**src/rtl/pmc_bus_initiator.sv**
```systemverilog
// Single-outstanding req/gnt/rvalid bus initiator toward the PMC register file.
// Accepts one local command at a time and returns read data or an error response.
module pmc_bus_initiator #(
    parameter logic [31:0] BASE_ADDR = 32'h0000_0000,
    parameter int unsigned TIMEOUT   = 16
) (
    input  logic        clk,
    input  logic        rst,
    input  logic        i_cmd_valid,
    output logic        o_cmd_ready,
    input  logic        i_cmd_we,
    input  logic [15:0] i_cmd_offset,
    input  logic [31:0] i_cmd_wdata,
    output logic        o_rsp_valid,
    input  logic        i_rsp_ready,
    output logic [31:0] o_rsp_rdata,
    output logic        o_rsp_err,
    output logic        o_req,
    output logic [31:0] o_addr,
    output logic        o_we,
    output logic [3:0]  o_be,
    output logic [31:0] o_wdata,
    input  logic        i_gnt,
    input  logic        i_rvalid,
    input  logic [31:0] i_rdata,
    output logic        o_busy
);

    typedef enum logic [1:0] {
        ST_IDLE   = 2'd0,
        ST_REQ    = 2'd1,
        ST_WAIT_R = 2'd2,
        ST_RSP    = 2'd3
    } state_t;

    localparam logic [7:0] TO_LAST = 8'(TIMEOUT - 1);

    state_t      r_state;
    state_t      w_next;
    logic [7:0]  r_cnt;
    logic [31:0] r_addr;
    logic        r_we;
    logic [31:0] r_wdata;
    logic [31:0] r_rdata;
    logic        r_err;

    logic        w_misaligned;
    logic        w_expired;
    logic [7:0]  w_cnt_inc;

    assign w_misaligned = (i_cmd_offset[1:0] != 2'b00);
    assign w_expired    = (r_cnt >= TO_LAST);
    // Saturating increment so a stuck counter never wraps back into range
    assign w_cnt_inc    = (r_cnt == 8'hFF) ? r_cnt : r_cnt + 8'd1;

    always_ff @(posedge clk) begin
        if (rst) begin
            r_state <= ST_IDLE;
        end else begin
            r_state <= w_next;
        end
    end

    always_comb begin
        w_next = r_state;
        case (r_state)
            ST_IDLE: begin
                if (i_cmd_valid) begin
                    w_next = w_misaligned ? ST_RSP : ST_REQ;
                end
            end
            ST_REQ: begin
                if (i_gnt) begin
                    w_next = ST_WAIT_R;
                end else if (w_expired) begin
                    w_next = ST_RSP;
                end
            end
            ST_WAIT_R: begin
                if (i_rvalid || w_expired) begin
                    w_next = ST_RSP;
                end
            end
            ST_RSP: begin
                if (i_rsp_ready) begin
                    w_next = ST_IDLE;
                end
            end
            default: w_next = ST_IDLE;
        endcase
    end

    always_comb begin
        o_cmd_ready = 1'b0;
        o_req       = 1'b0;
        o_be        = 4'h0;
        o_rsp_valid = 1'b0;
        o_busy      = 1'b1;
        case (r_state)
            ST_IDLE: begin
                o_cmd_ready = 1'b1;
                o_busy      = 1'b0;
            end
            ST_REQ: begin
                o_req = 1'b1;
                o_be  = 4'hF;
            end
            ST_RSP:  o_rsp_valid = 1'b1;
            default: ;
        endcase
    end

    // Bus fields are only reloaded by aligned commands, so misaligned ones leave the bus untouched
    always_ff @(posedge clk) begin
        if (rst) begin
            r_cnt   <= 8'd0;
            r_addr  <= 32'd0;
            r_we    <= 1'b0;
            r_wdata <= 32'd0;
            r_rdata <= 32'd0;
            r_err   <= 1'b0;
        end else begin
            case (r_state)
                ST_IDLE: begin
                    if (i_cmd_valid) begin
                        r_cnt   <= 8'd0;
                        r_rdata <= 32'd0;
                        r_err   <= w_misaligned;
                        if (!w_misaligned) begin
                            r_addr  <= {BASE_ADDR[31:16], i_cmd_offset};
                            r_we    <= i_cmd_we;
                            r_wdata <= i_cmd_wdata;
                        end
                    end
                end
                ST_REQ: begin
                    if (i_gnt) begin
                        r_cnt <= 8'd0;
                    end else begin
                        r_cnt <= w_cnt_inc;
                        if (w_expired) begin
                            r_err <= 1'b1;
                        end
                    end
                end
                ST_WAIT_R: begin
                    if (i_rvalid) begin
                        r_rdata <= r_we ? 32'd0 : i_rdata;
                        r_err   <= 1'b0;
                    end else begin
                        r_cnt <= w_cnt_inc;
                        if (w_expired) begin
                            r_err <= 1'b1;
                        end
                    end
                end
                default: ;
            endcase
        end
    end

    assign o_addr      = r_addr;
    assign o_we        = r_we;
    assign o_wdata     = r_wdata;
    assign o_rsp_rdata = r_rdata;
    assign o_rsp_err   = r_err;

endmodule

```
**config.mk**
```make
export PLATFORM = sky130hd
export DESIGN_NAME = pmc_bus_initiator
export DESIGN_NICKNAME = d
export VERILOG_FILES = /design/src/rtl/pmc_bus_initiator.sv
export SDC_FILE = /design/constraint.sdc
export NUM_CORES = 1
export LEC_CHECK = 0
export CAP_MARGIN = 15
export CORE_UTILIZATION = 39
export DETAILED_ROUTE_END_ITERATION = 10
export GPL_ROUTABILITY_DRIVEN = 1
export GPL_TIMING_DRIVEN = 0
export PLACE_DENSITY = 0.8
export SLEW_MARGIN = 20
export SYNTH_ARGS = -nofsm -noshare
export SYNTH_HDL_FRONTEND = slang
export SYNTH_SLANG_ARGS = --single-unit
export TNS_END_PERCENT = 100
```
**constraint.sdc**
```tcl
create_clock -name clk -period 2.1 [get_ports clk]
set_input_delay 0.42 -clock clk [delete_from_list [all_inputs] [get_ports clk]]
set_output_delay 0.42 -clock clk [all_outputs]
set_load 0.05 [all_outputs]
```
## Yosys cells after proc, flatten, opt, wreduce, memory -nomap -nowiden

Index checks and enable logic that the tools add are counted.

- Reduce and logical (&&, ||, !) cells: 10
- Eq/ne operators: 11
- $add $sub $neg: 1
- Magnitude comparators: 1
- Bitwise operators: 1
- Multiplexer cells: 26

Operators by type and width:

| cell | number |
|---|---|
| 32-bit two-way mux | 3 |
| 32-bit one-hot mux with 2 select lines | 1 |
| 8-bit two-way mux | 4 |
| 8-bit one-hot mux with 3 select lines | 1 |
| 2-bit two-way mux | 6 |
| 2-bit != test (second input constant) | 6 |
| 3-bit AND reduction | 4 |
| 8-bit by 1-bit adder with 8-bit output (second input constant) | 1 |
| 8-bit == test (second input constant) | 1 |
| 8-bit by 4-bit greater-or-equal comparator with 1-bit output (second input constant) | 1 |
| 1-bit two-way mux | 8 |
| 2-bit one-hot mux with 4 select lines | 1 |
| 2-bit == test (second input constant) | 2 |
| 4-bit two-way mux | 1 |
| 4-bit AND reduction | 1 |
| 2-bit nonzero test | 2 |
| 3-bit != test (second input constant) | 1 |
| 1-bit one-hot mux with 3 select lines | 1 |
| 3-bit nonzero test | 1 |
| 2-bit by 1-bit == test with 1-bit output (second input constant) | 1 |
| 2-bit logical NOT | 1 |
| 1-bit logical OR | 1 |
| 1-bit NOT | 1 |

- Bits in registers: 92
- Bits of input ports: 87
- Output and inout bits: 106
- Logic and storage cells: 57

## Depth between registers and ports, before layout

Gate-level depths: netlist of run 1.

- Word-level depth: 4
- Gate-level depth with buffers: 8

## Least setup slack after synthesis of run 1

No wires, ideal clock.

- Path type: flip-flop to flip-flop
- Start: register r_state[1]
- End: register r_rdata[10] (netlist: o_rsp_rdata[10])
- Period minus slack after synthesis: 2.183 ns
- Stages on the path, launching flop included: 9
- Path slack: -0.083 ns
- Arrival: 2.051 ns
- Cell sequence: dfxtp_1 -> inv_1 -> ha_1 -> nor2_1 -> or3_2 -> clkbuf_1 -> clkbuf_1 -> nand2_1 -> a21oi_1

- Cells in the longest elaborated chain, start to end: 3
- Elaborated cells between the ends (all ways): 7

RTL lines:

| what | line | RTL |
|---|---|---|
| from (decl) | 38 | `state_t r_state;` |
| from (signal assigned) | 60 | `r_state <= w_next;` |
| 2-bit == test / 2-bit logical NOT (equally long branches) | 123 | `case (r_state)` |
| 2-bit != test (no line) / 2-bit nonzero test (equally long branches) | -- |  |
| 3-bit AND reduction (no line) | -- |  |
| to (signal assigned) | 148 | `r_rdata <= r_we ? 32'd0 : i_rdata;` |
| to (decl) | 44 | `logic [31:0] r_rdata;` |

Several ways; a longest one is shown, not always the timed one.
A chain may end at the register's enable or synchronous reset.

## Worst setup path in the final report of run 1

- Start: register r_state[1]
- End: output port o_be[0]

- Cells in the longest elaborated chain, start to end: 2

RTL lines:

| what | line | RTL |
|---|---|---|
| 2-bit by 1-bit == test with 1-bit output | 99 | `case (r_state)` |
| 4-bit two-way mux | 99 |  |
| to (decl) | 21 | `output logic [3:0] o_be,` |

Every way passes these cells.

==> out/results.tsv, run 1 <==
stage	metric	value	unit
die	die_w	99.1	µm
grt	first_global_vias	3668	
worst_setup_path	reg2reg_to	r_cnt[5]$_SDFFE_PP0P_	
synthesis	synth.area.top_cells	dfxtp_1 (50%), nand2_1 (13%), a21oi_1 (12%), nand3_1 (5.0%), buf_4 (4.1%)	
grt	grt-ovfl-total	0	
clock_network	clock-sinks	92	
timing	fmax	496	MHz
timing	setup_viol	0	
timing	slew_viol_final	0	
timing	worstMarginPinSlew	548	ps
timing	grt_setup_unrepaired	no	
grt	grt_pass1_wl	17000	µm
die	initial_core_util	0.400	
drt	final_antenna_net_count	0	
synthesis	synth-warning-count	0	
worst_setup_path	r2r_slack	90	ps
synthesis	syn-cell-area	0.00368	mm²
clock_network	hold_buffers	0	
final_layout	num-fill-cells	802	
worst_setup_path	worstSetupStartpointType	register	
drt	route.detailed.drc	0	
synthesis	ys_types	38	
timing	worst_slack	85.5	ps
grt	grt_max_degree	16	
placement	portBuffers	176	
worst_setup_path	r2r_start	r_state[1]$_SDFFE_PP0P_	
worst_setup_path	required	1680	ps
worst_setup_path	arrival	1590	ps
final_layout	layout-drive-gt1-share	0.101	
pwr	p_total	6.17	mW
timing	slew_headroom	0.633	
timing	skew	11.0	ps
clock_network	cts_root_buffer	clkbuf_8	
clock_network	h-tree-depth	3	
clock_network	tritoncts	done	
pwr	powerDensity	1050	mW/mm²
final_layout	diodes	0	
clock_network	insertion_delay	350	ps
worst_setup_path	rr_worst_depth	7	
min_path	holdPathStages	2	
grt	grt_usage	0.216	
synthesis	yosys.area.top_type_share	0.501	
synthesis	ys_ff_latch	92	
pwr	p_sw	2.58	mW
die	std_cell_rows	35	
run_status	outcome	complete, no violations	
final_layout	ff_latch_area	0.00184	mm²
pwr	p_leak	2.11	nW
worst_setup_path	path_class	reg -> out	
die	dieArea	0.00982	mm²
die	coreArea	0.00920	mm²
flow_run	cap_violations	0	
synthesis	syn_area_per_cell	7.94	µm²
grt	antenna_found_initial	0	
final_layout	multi_input_area	0.00161	mm²
timing	holdWs	455	ps
synthesis	ys_seq_area_frac	0.501	
timing	finalCritPeriodShare	0.959	
pwr	p_clk_frac	0.215	
placement	place_ws	-227	ps
final_layout	final_util	0.640	
final_layout	layout.nets	757	
clock_network	clk_path_buf_depth	2	
synthesis	yosys.area.top_type	dfxtp_1	
timing	period_needed	2010	ps
drt	viasPerCell	4.88	
pwr	p_int	3.59	mW
drt	drt_iter0_markers	266	
pwr	seqPwrFrac	0.325	
clock_network	cts_made_buffers	9	
min_path	hp-start	o_rsp_rdata[24]$_SDFFE_PP0P_	
min_path	hold_path_class	reg -> reg	
die	die_y	99.1	µm
final_layout	area_growth	60.0	%
drt	vias	3813	
drt	dr.pass1.iters	4	
worst_setup_path	critPathMaxFanout	8	
timing	finalHoldViolCount	0	
min_path	hold-path-endpoint	o_rsp_rdata[24]$_SDFFE_PP0P_	
die	ios	193	
placement	dp.cells	765	
drt	drt-total-wl	10500	µm
final_layout	stdcell_count	781	
drt	wl_per_cell	13.5	µm
synthesis	postSynthCellCount	463	
pwr	sw_frac_of_total	0.418	
placement	hpwl	7970	µm
worst_setup_path	endpoint_kind	output pin	
pwr	pwr-share-comb	0.460	
pwr	vdd.ir_drop.worst	0.562	mV
clock_network	clk_pin_slew_worst_paths	80	ps
placement	gp_congestion	0.799	
flip-flops by register name (all words and copies together) (netlist names):
signal	count
o_wdata	32
r_cnt	8
o_rsp_rdata	32
o_addr	16
r_state	2
o_rsp_err	1
o_we	1
worst max-delay path by stage:
stage                                               to  cells after the start               startpoint  slack (ps)
after global routing      o_rsp_rdata[30]$_SDFFE_PP0P_                      8  r_state[0]$_SDFFE_PP0P_          10
after floorplan                  r_cnt[5]$_SDFFE_PP0P_                      7  r_state[0]$_SDFFE_PP0P_         110
after detailed placement  o_rsp_rdata[13]$_SDFFE_PP0P_                      6              i_cmd_valid        -230
final                                          o_be[0]                      4  r_state[1]$_SDFFE_PP0P_          90
after CTS                                  o_cmd_ready                      3  r_state[1]$_SDFFE_PP0P_           3
after global placement    o_rsp_rdata[13]$_SDFFE_PP0P_                      6              i_cmd_valid        -220
cell families after synthesis:
group	share of synthesized area
compound gates	0.161
fa+ha+maj	0.0170
buf+inv	0.0810
flops	0.501
mux	0.00306
other cells	0.00102
simple gates	0.236
synth_stat cells, drive strengths merged:
cell type,n
o31ai,3
a211oi,3
o21a,1
nor2b,4
o21ai,4
nand3b,1
o211ai,2
nand3,37
or4,3
a21oi,87
a211o,2
a21o,1
nand4,2
buf,25
a311oi,1
o211a,1
ha,5
nor2,6
a31oi,2
and3,3
a41oi,1
nor4,2
nor3,7
mux2,1
dfxtp,92
nand2,131
conb,1
or3,2
inv,6
or2,1
clkbuf,26
power by group through the flow:
stage                     combinational (mW)  clock [mW]  sequential, mW
final                                   2.84        1.33            2.01
after global routing                    3.05        1.44            2.03
after CTS                               2.83        1.37            2.00
after detailed placement                2.82           0            2.04
after global placement                  2.78           0            2.03
after floorplan                         1.49           0            2.48
through the flow:
step / TNS, ps / cell area [µm²]
floorplan: 0 / 3730
global placement: -9610 / 5640
detailed placement: -10750 / 5640
CTS: 0 / 5870
global route: 0 / 5880
finish: 0 / 5880
what timing repair did:
item,4_1_cts,5_1_grt
setup buffers,0,0
endpoints found under the setup margin,38,51
resized for setup,23,20
pin swaps,0,0
area by class of cell:
class	count	share of cell area
Clock inverter	5	0.0143
Buffer	51	0.0487
Inverter	6	0.00383
Multi-Input combinational cell	329	0.274
Tap cell	111	0.0236
Clock buffer	11	0.0240
Timing Repair Buffer	176	0.298
Sequential cell	92	0.313
layer usage:
layer	vias up	part of all wire	track usage	wire (µm)
met5	-	0	0	0
met2	149	0.48	0.379	5050
li1	1922	-	-	-
met3	13	0.087	0.0745	911
met4	0	0.017	0.0769	183
met1	1729	0.42	0.243	4380
layout by cell type (no fill, tap or decap), types with 3 or more instances in the layout:
cell type	count
dfxtp_1	91
a21oi_1	86
buf_4	21
clkbuf_2	9
o21ai_0	4
clkbuf_1	19
clkdlybuf4s50_1	168
nor3_1	6
o31ai_1	3
nor2_1	6
ha_2	3
inv_1	6
buf_2	3
clkbuf_8	10
conb_1	16
clkdlybuf4s15_2	4
nand3_1	37
nand2_1	131
worst max-delay path, cell delays in order, from the launching register on:
cell	delay, ps
dfxtp_1	340
inv_1	130
ha_2	290
buf_4	130
clkdlybuf4s15_2	350
No activity file was read; power rests on OpenSTA's default activity.
==> inputs of run 2 (changes only) <==
- CORE_MARGIN: not set -> 5
==> run 2 against run 1 <==
Effect of this change: worst hold slack barely moved; first-iteration DRC count fell by 59%; count of clock-buffer cells in the layout did not move; sequential power barely moved; clock skew fell by 0.60 ps; wire length rose by 6.8%; critical endpoint is now o_be[2]; largest cell class unchanged; largest power group unchanged.
==> out/results.tsv, run 2 (synthesized netlist as in run 1, its figures left out) <==
stage	metric	value	unit	change
final_layout	stdcell_count	781		unchanged
final_layout	layout.nets	757		unchanged
clock_network	clock-sinks	92		unchanged
grt	grt_pass1_wl	17700	µm	+4.0%
die	initial_core_util	0.400		unchanged
final_layout	area_growth	58.8	%	
worst_setup_path	critPathMaxFanout	8		unchanged
pwr	p_clk_frac	0.186		-0.029
drt	drt-total-wl	11200	µm	+6.8%
placement	hpwl	8910	µm	+12%
drt	drt_iter0_markers	110		-59%
placement	dp.cells	765		unchanged
timing	slew_viol_final	0		unchanged
worst_setup_path	required	1680	ps	about the same
clock_network	clk_path_buf_depth	2		unchanged
run_status	outcome	complete, no violations		
pwr	sw_frac_of_total	0.433		+0.0150
flow_run	cap_violations	0		unchanged
pwr	p_total	5.96	mW	-3.5%
clock_network	tritoncts	done		
pwr	p_int	3.38	mW	-5.9%
worst_setup_path	endpoint_kind	output pin		
clock_network	cts_root_buffer	clkbuf_8		
timing	period_needed	2010	ps	-2.80 ps
pwr	p_leak	2.10	nW	-0.57%
pwr	powerDensity	1020	mW/mm²	-2.7%
timing	setup_viol	0		unchanged
timing	finalCritPeriodShare	0.958		-0.00133
final_layout	final_util	0.635		-0.00476
die	ios	193		unchanged
timing	holdWs	454	ps	-0.441 ps
drt	final_antenna_net_count	0		unchanged
clock_network	insertion_delay	350	ps	about the same
die	std_cell_rows	35		unchanged
clock_network	h-tree-depth	3		unchanged
final_layout	final_cell_mix	clkdlybuf4s50_1 (168), nand2_1 (131), dfxtp_1 (91)		
final_layout	layout-drive-gt1-share	0.101		unchanged
worst_setup_path	worstSetupStartpointType	register		
placement	portBuffers	176		unchanged
grt	antenna_found_initial	0		unchanged
placement	gp_congestion	0.861		+7.7%
timing	fmax	497	MHz	+0.14%
die	dieArea	0.0115	mm²	+17%
clock_network	clk_pin_slew_worst_paths	90	ps	about the same
final_layout	layout_commonest_cell	clkdlybuf4s50_1		
drt	viasPerCell	4.86		-0.47%
drt	wl_per_cell	14.4	µm	+6.8%
timing	grt_setup_unrepaired	yes		
timing	slew_headroom	0.613		-0.0205
clock_network	cts_made_buffers	9		unchanged
timing	finalHoldViolCount	0		unchanged
timing	worstMarginPinSlew	581	ps	+32.7 ps
grt	grt_usage	0.190		-0.0260
pwr	vdd.ir_drop.worst	0.532	mV	-5.4%
drt	dr.pass1.iters	4		unchanged
die	die_w	107	µm	+8.1%
pwr	pwr-share-comb	0.478		+0.018
drt	vias	3795		-0.47%
grt	first_global_vias	3811		+3.9%
grt	grt-ovfl-total	0		unchanged
die	die_y	107	µm	+8.1%
pwr	seqPwrFrac	0.336		+0.011
worst_setup_path	arrival	1590	ps	about the same
drt	route.detailed.drc	0		unchanged
timing	skew	10.4	ps	-0.603 ps
worst_setup_path	path_class	reg -> out		
die	coreArea	0.00920	mm²	unchanged
min_path	hold_path_class	reg -> reg		
pwr	p_sw	2.58	mW	about the same
grt	grt_max_degree	16		unchanged
final_layout	diodes	0		unchanged
run 2: cell types whose count changed in the layout (fill, tap and decap cells not counted), sizes merged:
cell	delta
buf	+1
clkinv	+2
bufinv	-2
clkbuf	-1
clkdlybuf4s18	+1
clkdlybuf4s15	-1
run 2: path summary, 6_finish.rpt:
check	slack [ps]	startpoint	end	depth (start not counted)
min reg2reg	450	o_rsp_rdata[11]$_SDFFE_PP0P_	o_rsp_rdata[11]$_SDFFE_PP0P_	2
min	450	o_rsp_rdata[11]$_SDFFE_PP0P_	o_rsp_rdata[11]$_SDFFE_PP0P_	2
max reg2reg	120	r_state[0]$_SDFFE_PP0P_	o_rsp_rdata[26]$_SDFFE_PP0P_	8
max	90	r_state[1]$_SDFFE_PP0P_	o_be[2]	4
run 2: stage by stage:
stage | TNS (ps) | setup slack [ps] | cell area, µm²
after floorplan | 0 | 110 | 3730
after global placement | -10370 | -225 | 5640
after detailed placement | -14560 | -336 | 5640
after CTS | 0 | 6.23 | 5830
after global routing | -561 | -57.9 | 5840
final | 0 | 88.3 | 5840
run 2: power groups by stage:
stage | Clock (mW) | Combinational [mW] | Sequential [mW]
floorplan | 0 | 1.49 | 2.48
global placement | 0 | 2.78 | 2.03
detailed placement | 0 | 2.84 | 2.04
CTS | 1.15 | 2.85 | 2.00
global route | 1.22 | 3.06 | 2.03
finish | 1.11 | 2.85 | 2.00
run 2: layer usage:
metal	part of all wire	GRT usage	routed length [µm]	vias to the layer above
li1	-	-	-	1923
met2	0.48	0.338	5420	158
met5	0	0	0	-
met4	0.020	0.0676	223	0
met1	0.38	0.194	4290	1697
met3	0.12	0.0879	1310	17
run 2: timing repair:
item,CTS,global route
hold buffers,0,0
gates resized for setup,25,18
endpoints found under the hold margin,0,0
setup buffers,0,0
setup endpoints to repair,38,55
run 2: final cells by class:
cell class                 instances  area [µm²]
timing repair buffer             176        1750
clock inverter                     5        33.8
multi-input combinational        329        1610
fill                             807        3360
buffer                            51         287
sequential                        92        1840
tap                              111         139
inverter                           6        22.5
clock buffer                      11         151
run 2: worst max-delay path, cell delays in order (launching register included):
cell and delay (ps):
dfxtp_1 330, inv_1 120, ha_2 290, buf_4 130, clkdlybuf4s15_2 360
==> inputs of run 3 (changes only) <==
- CORE_UTILIZATION: 39 -> 41
- CTS_BUF_LIST: not set -> sky130_fd_sc_hd__clkbuf_4
- PLACE_DENSITY: 0.8 -> 0.83
==> run 3 against run 2 <==
Effect of this change: first-iteration DRC count grew 46%; worst hold slack gained 5.9 ps; non-clock buffer count is the same; critical path depth is the same; critical endpoint is now o_be[0].
==> out/results.tsv, run 3 (synthesized netlist as in run 1, its figures left out) <==
stage	metric	value	unit	change
run_status	outcome	complete, no violations		
worst_setup_path	arrival	1620	ps	+30 ps
grt	grt_usage	0.202		+0.0126
drt	met3_length	1220	µm	-7.0%
clock_network	clk_pin_slew_worst_paths	140	ps	+50 ps
worst_setup_path	required	1680	ps	about the same
pwr	powerDensity	979	mW/mm²	-4.1%
pwr	p_leak	2.52	nW	+20%
timing	setup_viol	0		unchanged
final_layout	final_cell_mix	clkdlybuf4s50_1 (143), nand2_1 (131), dfxtp_1 (91)		
timing	skew	13.7	ps	+3.29 ps
worst_setup_path	cp_slowest_cell	dfxtp_1		
clock_network	h-tree-depth	3		unchanged
final_layout	layout.nets	757		unchanged
drt	final_antenna_net_count	0		unchanged
pwr	p_clk_frac	0.146		-0.040
drt	top_layer_used	met4		
timing	fmax	491	MHz	-1.2%
final_layout	area_growth	58.2	%	
grt	grt-ovfl-total	0		unchanged
drt	drt_iter0_markers	161		+46%
timing	period_needed	2040	ps	+24.4 ps
clock_network	cts_made_buffers	9		unchanged
worst_setup_path	critPathMaxFanout	8		unchanged
worst_setup_path	endpoint_kind	output pin		
drt	viasPerCell	4.93		+1.4%
worst_setup_path	path_class	reg -> out		
placement	portBuffers	176		unchanged
die	coreArea	0.00872	mm²	-5.2%
timing	grt_setup_unrepaired	yes		
grt	grt_max_degree	16		unchanged
min_path	hold_path_class	reg -> reg		
die	die_w	105	µm	-2.2%
pwr	p_total	5.69	mW	-4.5%
final_layout	multi_input_area	0.00162	mm²	+0.62%
timing	slew_headroom	0.631		+0.0177
grt	grt_pass1_wl	18500	µm	+4.7%
timing	finalHoldViolCount	0		unchanged
pwr	pwr-share-comb	0.502		+0.024
drt	route.detailed.drc	0		unchanged
die	die_y	105	µm	-2.2%
worst_setup_path	worstSetupStartpointType	register		
drt	routed-wl-met2	5550	µm	+2.4%
final_layout	num-fill-cells	730		-9.5%
final_layout	layout-drive-gt1-share	0.0985		-0.00299
clock_network	clock-sinks	92		unchanged
grt	antenna_found_initial	0		unchanged
clock_network	tritoncts	done		
clock_network	clk_path_buf_depth	2		unchanged
worst_setup_path	slowest_delay	350	ps	about the same
clock_network	insertion_delay	420	ps	+70 ps
die	std_cell_rows	34		-2.9%
final_layout	layout_commonest_cell	clkdlybuf4s50_1		
drt	dr.pass1.iters	4		unchanged
pwr	vdd.ir_drop.worst	0.417	mV	-22%
die	dieArea	0.0110	mm²	-4.4%
final_layout	stdcell_count	778		-0.38%
pwr	p_sw	2.55	mW	-1.1%
pwr	sw_frac_of_total	0.448		+0.0151
flow_run	cap_violations	0		unchanged
timing	finalCritPeriodShare	0.970		+0.0116
placement	hpwl	9090	µm	+1.9%
pwr	seqPwrFrac	0.352		+0.016
final_layout	ff_latch_area	0.00184	mm²	unchanged
drt	met1_length	4330	µm	+1.0%
pwr	p_int	3.14	mW	-7.0%
drt	vias	3832		+0.97%
clock_network	hold_buffers	0		unchanged
clock_network	cts_root_buffer	clkbuf_4		
timing	worstMarginPinSlew	553	ps	-27.5 ps
worst_setup_path	path_cells	inv_1, ha_2, buf_4, buf_2		
final_layout	diodes	0		unchanged
timing	slew_viol_final	0		unchanged
die	initial_core_util	0.422		+0.0218
placement	gp_congestion	0.873		+1.5%
drt	wl_per_cell	14.6	µm	+1.6%
die	ios	193		unchanged
placement	dp.cells	762		-0.39%
grt	first_global_vias	3918		+2.8%
drt	drt-total-wl	11400	µm	+1.2%
[run 3: final timing paths]
kind | slack, ps | end | startpoint | cells past startpoint
worst min register to register | 460 | o_wdata[18]$_SDFFE_PP0P_ | o_wdata[18]$_SDFFE_PP0P_ | 2
worst max-delay path | 60 | o_be[0] | r_state[1]$_SDFFE_PP0P_ | 4
worst min-delay path | 460 | o_wdata[18]$_SDFFE_PP0P_ | o_wdata[18]$_SDFFE_PP0P_ | 2
worst max register to register | 110 | r_cnt[5]$_SDFFE_PP0P_ | r_state[1]$_SDFFE_PP0P_ | 7
[run 3: layout make-up]
type,instances,share of cell area
clock inverters,6,0.00689
plain buffers,51,0.0491
inverters,6,0.00387
well taps,108,0.0232
flip-flops and latches,92,0.317
repair buffers,176,0.308
multi-input cells,329,0.279
clock buffers,10,0.0129
[run 3: critical path: cells and delay by family (launching register included)]
family / cells / cell delay, ps
buffers and inverters: 3 / 530
DFF: 1 / 350
adders and majority gates: 1 / 320
[run 3: per-layer routing]
metal  GRT usage  vias up
met5           0        -
met4      0.0639        0
met3       0.104       20
met2       0.352      146
met1       0.213     1739
li1            -     1927
[run 3: power groups by stage]
stage | clock (mW) | sequential [mW] | combinational (mW)
after global routing | 0.962 | 2.02 | 3.08
after floorplan | 0 | 2.48 | 1.49
final | 0.832 | 2.00 | 2.86
after detailed placement | 0 | 2.04 | 2.83
after CTS | 0.873 | 2.00 | 2.80
after global placement | 0 | 2.03 | 2.79
[run 3: repair_timing]
item | in CTS | in global routing
gates cloned | 0 | 0
setup endpoints to repair | 29 | 76
hold endpoints to repair | 0 | 0
resized for setup | 34 | 51
buffers inserted | 0 | 0
[run 3: stage by stage]
stage | hold WS, ps | utilization | worst slack (ps) | TNS, ps | cell area, µm²
after detailed placement | 443 | 0.646 | -220 | -10600 | 5630
final | 460 | 0.667 | 63.9 | 0 | 5810
after global placement | 438 | 0.646 | -171 | -9150 | 5630
after global routing | 481 | 0.667 | -35.9 | -216 | 5810
after CTS | 462 | 0.658 | 0.590 | 0 | 5730
after floorplan | 484 | - | 110 | 0 | 3730
==> edit 1 (settings of run 3) <==
Set the parameter `TIMEOUT` to 8 (it was 16).
--- a/src/rtl/pmc_bus_initiator.sv
+++ b/src/rtl/pmc_bus_initiator.sv
@@ -2,7 +2,7 @@
 // Accepts one local command at a time and returns read data or an error response.
 module pmc_bus_initiator #(
     parameter logic [31:0] BASE_ADDR = 32'h0000_0000,
-    parameter int unsigned TIMEOUT   = 16
+    parameter int unsigned TIMEOUT   = 8
 ) (
     input  logic        clk,
     input  logic        rst,
Behaviour: same outputs for any inputs over 4 cycles, from zero or initial values and one cycle with rst high; that may be too few to reach the edited logic, so the function may still have changed.
==> edit 1 against run 3 <==
  * Setup slack lost 0.0024 ns
  * Power grew 1.6%
  * Maximum frequency shrank 0.12%
  * Sequential share of layout area is essentially flat
  * Synthesized area grew 0.14%
  * Combinational power shrank 2%
  * Largest cell class unchanged
  * Critical path depth shrank 3
  * Largest power group unchanged
  * Routed wire length shrank 1.1%
  * Cell area shrank 0.17%
  * Sequential cell count is the same
==> edit 1: results (changes against run 3) <==
| Metric | Value |
|---|---|
| GPL Wtd Cong | 0.8494 (was 0.8733) |
| Area contributors post-synth | dfxtp_1 (50%), nand2_1 (13%), a21oi_1 (12%), nand3_1 (4.9%), buf_4 (4.1%) (was dfxtp_1 (50%), nand2_1 (13%), a21oi_1 (12%), nand3_1 (5.0%), buf_4 (4.1%)) |
| DR WL/cell | 14.49 um (was 14.63 um) |
| DP Area | 5634 um^2 (was 5632 um^2) |
| Worst hold slack | 0.4600 ns (was 0.4602 ns) |
| Worst Hold End | o_rsp_rdata[31] (was o_wdata[18]) |
| Synth warn | 0 (unchanged) |
| Post-synth ARST share | 0% (unchanged) |
| Hpwl dp | 8885 um (was 9087 um) |
| Arr. time, crit path | 1.62 ns (about the same) |
| Pin count of the biggest net entering global routing | 17 (was 16) |
| First-pass GRT wire length | 17900 um (was 18480 um) |
| Status | complete, no violations (unchanged) |
| Sequential share of the synthesized area | 50.03% (was 50.10%) |
| Top post-synthesis cells by count | nand2_1 (130), dfxtp_1 (92), a21oi_1 (88), nand3_1 (36) (was nand2_1 (131), dfxtp_1 (92), a21oi_1 (86), nand3_1 (37), clkbuf_1 (26)) |
| Vias | 3849 (was 3832) |
| Lkg Pwr | 2.324 nW (was 2.518 nW) |
| Clock Skew | 0.01254 ns (was 0.01366 ns) |
| Worst reg2reg startpoint | r_state[0] (was r_state[1]) |
| Largest stage delay, worst path | 0.83 ns (was 0.35 ns) |
| Clk buf depth | 2 (unchanged) |
| GR Layer Usage met2 | 34.04% (was 35.16%) |
| Clk_lat worst skew | 0.42 ns (about the same) |
| R2r worst-path depth | 6 (was 7) |
| Layout cells sized above 1 | 9.567% (was 9.851%) |
| Nets | 756 (was 757) |
| Slowest CP cell | clkdlybuf4s50_1 (was dfxtp_1) |
| Hold path startpoint | o_rsp_rdata[31] (was o_wdata[18]) |
| Area of the multi-input gates | 1617 um^2 (was 1620 um^2) |
| Peak VDD IR | 432.2 uV (was 416.8 uV) |
| DRT Pass-1 Iters | 5 (was 4) |
| Met1 Track Usage GR | 22.35% (was 21.28%) |
| Initial DRC count | 196 (was 161) |
| Hold depth | 2 (unchanged) |
| Netlist cell types | 37 (was 38) |
| Met3 GRT Util | 7.275% (was 10.42%) |
| Post-place setup slack | -0.1890 ns (was -0.2197 ns) |
| Filler cells | 727 (was 730) |
| Vias in the first global route | 3705 (was 3918) |
| Worst R2R Setup Slack | 0.12 ns |
| Worst-Margin Slew | 0.5911 ns (was 0.5532 ns) |
| Gr usage total | 19.50% (was 20.25%) |
| Crit-path max FO | 2 (was 8) |
## edit 1: cell count changes in the layout (fill, tap and decap cells not counted), moves of 3 or more
cell             before  now
dlymetal6s2s_1       25   13
clkdlybuf4s50_1     143  154
buf_2                 9   14
clkbuf_2              6    2
or3_1                 0    3
## edit 1: final cells by class
cell class                 count  area share [%]
inverter                       6          0.3880
clock buffer                   9           1.164
clock inverter                 7           1.315
buffer                        50           4.807
multi-input combinational    329           27.85
sequential                    92           31.73
timing repair buffer         176           30.42
tap                          108           2.328
## edit 1: kinds of logic after synthesis
kind of cell               after synthesis  share of synthesized area (%)
muxes                                    1                         0.3059
other                                    1                         0.1019
buffers and inverters                   56                          8.055
DFF                                     92                          50.03
AOI/OAI and AO/OA                      110                          16.55
and+or+nand+nor                        197                          23.25
adders and majority gates                5                          1.700
## edit 1: report_power, final
group | switching, W | internal, W | total [W]
sequential | 0.0000987 | 0.00191 | 0.00201
combinational | 0.00186 | 0.000945 | 0.00280
clock | 0.000605 | 0.000369 | 0.000974
## edit 1: worst max path at each step
stage / start / endpoint / slack (ns)
6_report: o_wdata[4] / o_wdata[4] / 0.06
5_1_grt: r_state[1] / o_addr[14] / -0.0009
4_1_cts: r_state[1] / o_be[1] / -0.07
3_5_place_dp: i_cmd_offset[0] / o_addr[14] / -0.19
3_3_place_gp: rst / o_wdata[15] / -0.11
2_1_floorplan: r_state[0] / r_cnt[3] / 0.007
## edit 1: per-stage QoR
step	cells	total power [W]
floorplan	477	0.003987
global placement	761	0.004814
detailed placement	761	0.004872
CTS	777	0.005839
global route	777	0.006113
finish	777	0.005786
## edit 1: metal layers
layer / part of all wire [%] / wire length [um]
met4: 0.99 / 112
met5: 0 / 0
met1: 41 / 4623
met3: 9.6 / 1077
met2: 48 / 5443
## edit 1: repair_timing
item	4_1_cts	5_1_grt
pin swaps	0	0
endpoints found under the setup margin	23	60
resized for setup	31	28
hold buffers	0	0
==> edit 2 (settings of run 3) <==
Without the edit above. Re-encode `state_t` (4 states) as one-hot, 4 bits wide.
--- a/src/rtl/pmc_bus_initiator.sv
+++ b/src/rtl/pmc_bus_initiator.sv
@@ -26,11 +26,11 @@
     output logic        o_busy
 );
 
-    typedef enum logic [1:0] {
-        ST_IDLE   = 2'd0,
-        ST_REQ    = 2'd1,
-        ST_WAIT_R = 2'd2,
-        ST_RSP    = 2'd3
+    typedef enum logic [3:0] {
+        ST_IDLE   = 4'b0001,
+        ST_REQ    = 4'b0010,
+        ST_WAIT_R = 4'b0100,
+        ST_RSP    = 4'b1000
     } state_t;
 
     localparam logic [7:0] TO_LAST = 8'(TIMEOUT - 1);
Behaviour: same outputs for any inputs over 4 cycles, from zero or initial values and one cycle with rst high; so few cycles prove little.
==> edit 2 against run 3 <==
  * Global-route usage about the same
  * Worst hold slack got worse by 0.037 ns
  * Register-to-register slack improved by 0.08 ns
  * Cell area increased by 4.7%
  * Die area increased by 4.1%
  * Synthesized area increased by 4.6%
  * Routed wire length increased by 4.4%
  * Core utilization decreased by 0.48 points
  * Synthesized cell count increased by 4.8%
  * Setup slack got worse by 0.022 ns
  * Sequential cell count increased by 2
Power is not compared: it rests on default switching activity, and its combinational part moved more than twofold at a synthesized area within 25%.
==> edit 2: results (changes against run 3) <==
| Metric | Value |
|---|---|
| GR Layer Usage met2 | 35.66% (was 35.16%) |
| Filler cells | 739 (was 730) |
| Status | complete, no violations (unchanged) |
| Synth Area in Compound Gates | 14.84% (was 16.10%) |
| Yosys top cell area share | 48.96% (was 50.10%) |
| Synth Area in XOR/XNOR | 1.367% (was 0%) |
| Sequential share of the synthesized area | 48.96% (was 50.10%) |
| Netlist cell types | 43 (was 38) |
| Clock Skew | 0.02693 ns (was 0.01366 ns) |
| DRT Wirelength | 11890 um (was 11380 um) |
| Slowest CP cell | clkdlybuf4s50_1 (was dfxtp_1) |
| HP Class | primary input to register (was register to register) |
| Arr. time, crit path | 1.64 ns (was 1.62 ns) |
| Clk_lat worst skew | 0.44 ns (was 0.42 ns) |
| Initial DRC count | 186 (was 161) |
| Reg clk slew, reported paths | 0.18 ns (was 0.14 ns) |
| Gr usage total | 20.25% (about the same) |
| Worst-Margin Slew | 0.5606 ns (was 0.5532 ns) |
| Nets | 774 (was 757) |
| Multiplexer area fraction after synthesis | 0% (was 0.3063%) |
| Top post-synthesis cells by count | nand2_1 (135), dfxtp_1 (94), a21oi_1 (87), nand3_1 (38) (was nand2_1 (131), dfxtp_1 (92), a21oi_1 (86), nand3_1 (37), clkbuf_1 (26)) |
| Met3 GRT Util | 7.766% (was 10.42%) |
| Buffers on Ports | 175 (was 176) |
| Synth Area in Adders | 0.3255% (was 1.702%) |
| Hpwl dp | 9195 um (was 9087 um) |
| GPL Wtd Cong | 0.8783 (was 0.8733) |
| Met1 Track Usage GR | 21.48% (was 21.28%) |
edit 2: layout make-up:
cell class,instances,area [um^2],share of cell area (%)
clock buffers,9,67.56,1.110
plain buffers,55,334.1,5.488
well taps,111,138.9,2.282
flip-flops and latches,94,1884,30.96
clock inverters,7,67.56,1.110
inverters,3,11.26,0.1850
repair buffers,176,1849,30.38
multi-input cells,347,1734,28.49
edit 2: logic make-up (layout without fill, tap and decap cells):
kind of cell / count (synthesis) / in the layout
and+or+nand+nor: 219 / 219
AOI/OAI and AO/OA: 105 / 105
DFF: 94 / 94
buffers and inverters: 59 / 250
xor gates and xnor gates: 6 / 6
adders and majority gates: 1 / 1
other: 1 / 16
edit 2: metal layers:
| layer | vias to the layer above | wire (um) | share of wire, % |
|---|---|---|---|
| met4 | 0 | 278 | 2.3 |
| met1 | 1819 | 4479 | 38 |
| met3 | 20 | 1245 | 10 |
| met5 | - | 0 | 0 |
| met2 | 173 | 5883 | 49 |
| li1 | 1989 | - | - |
edit 2: worst paths after layout:
kind,from,slack [ns],cells after the start,endpoint
min,rst,0.42,3,r_state[0]
max reg2reg,r_state[1],0.19,8,o_addr[13]
max,o_addr[3],0.04,1,o_addr[3]
min reg2reg,o_wdata[24],0.46,2,o_wdata[24]
edit 2: stage by stage:
stage / utilization, % / TNS, ns / area, um^2 / setup slack (ns) / instances
2_1_floorplan: - / -0.02693 / 3913 / -0.02693 / 500
3_3_place_gp: 63.10 / -18.23 / 5803 / -0.3651 / 786
3_5_place_dp: 63.10 / -21.15 / 5803 / -0.4262 / 786
4_1_cts: 64.79 / 0 / 5958 / 0.0007264 / 803
5_1_grt: 66.19 / -0.06222 / 6087 / -0.01652 / 802
6_report: 66.19 / 0 / 6087 / 0.04222 / 802
edit 2: what timing repair did:
item                       in CTS  in global routing
pin swaps                       1                  0
setup buffers                   1                  0
setup endpoints to repair      12                 84
resized for setup              66                 54
edit 2: report_power, final:
group          leakage, nW  total (W)  internal [W]  switching [W]
registers            0.762    0.00192       0.00187      0.0000489
clock network       0.0756   0.000958      0.000274       0.000685
logic                 2.00    0.00125      0.000459       0.000788
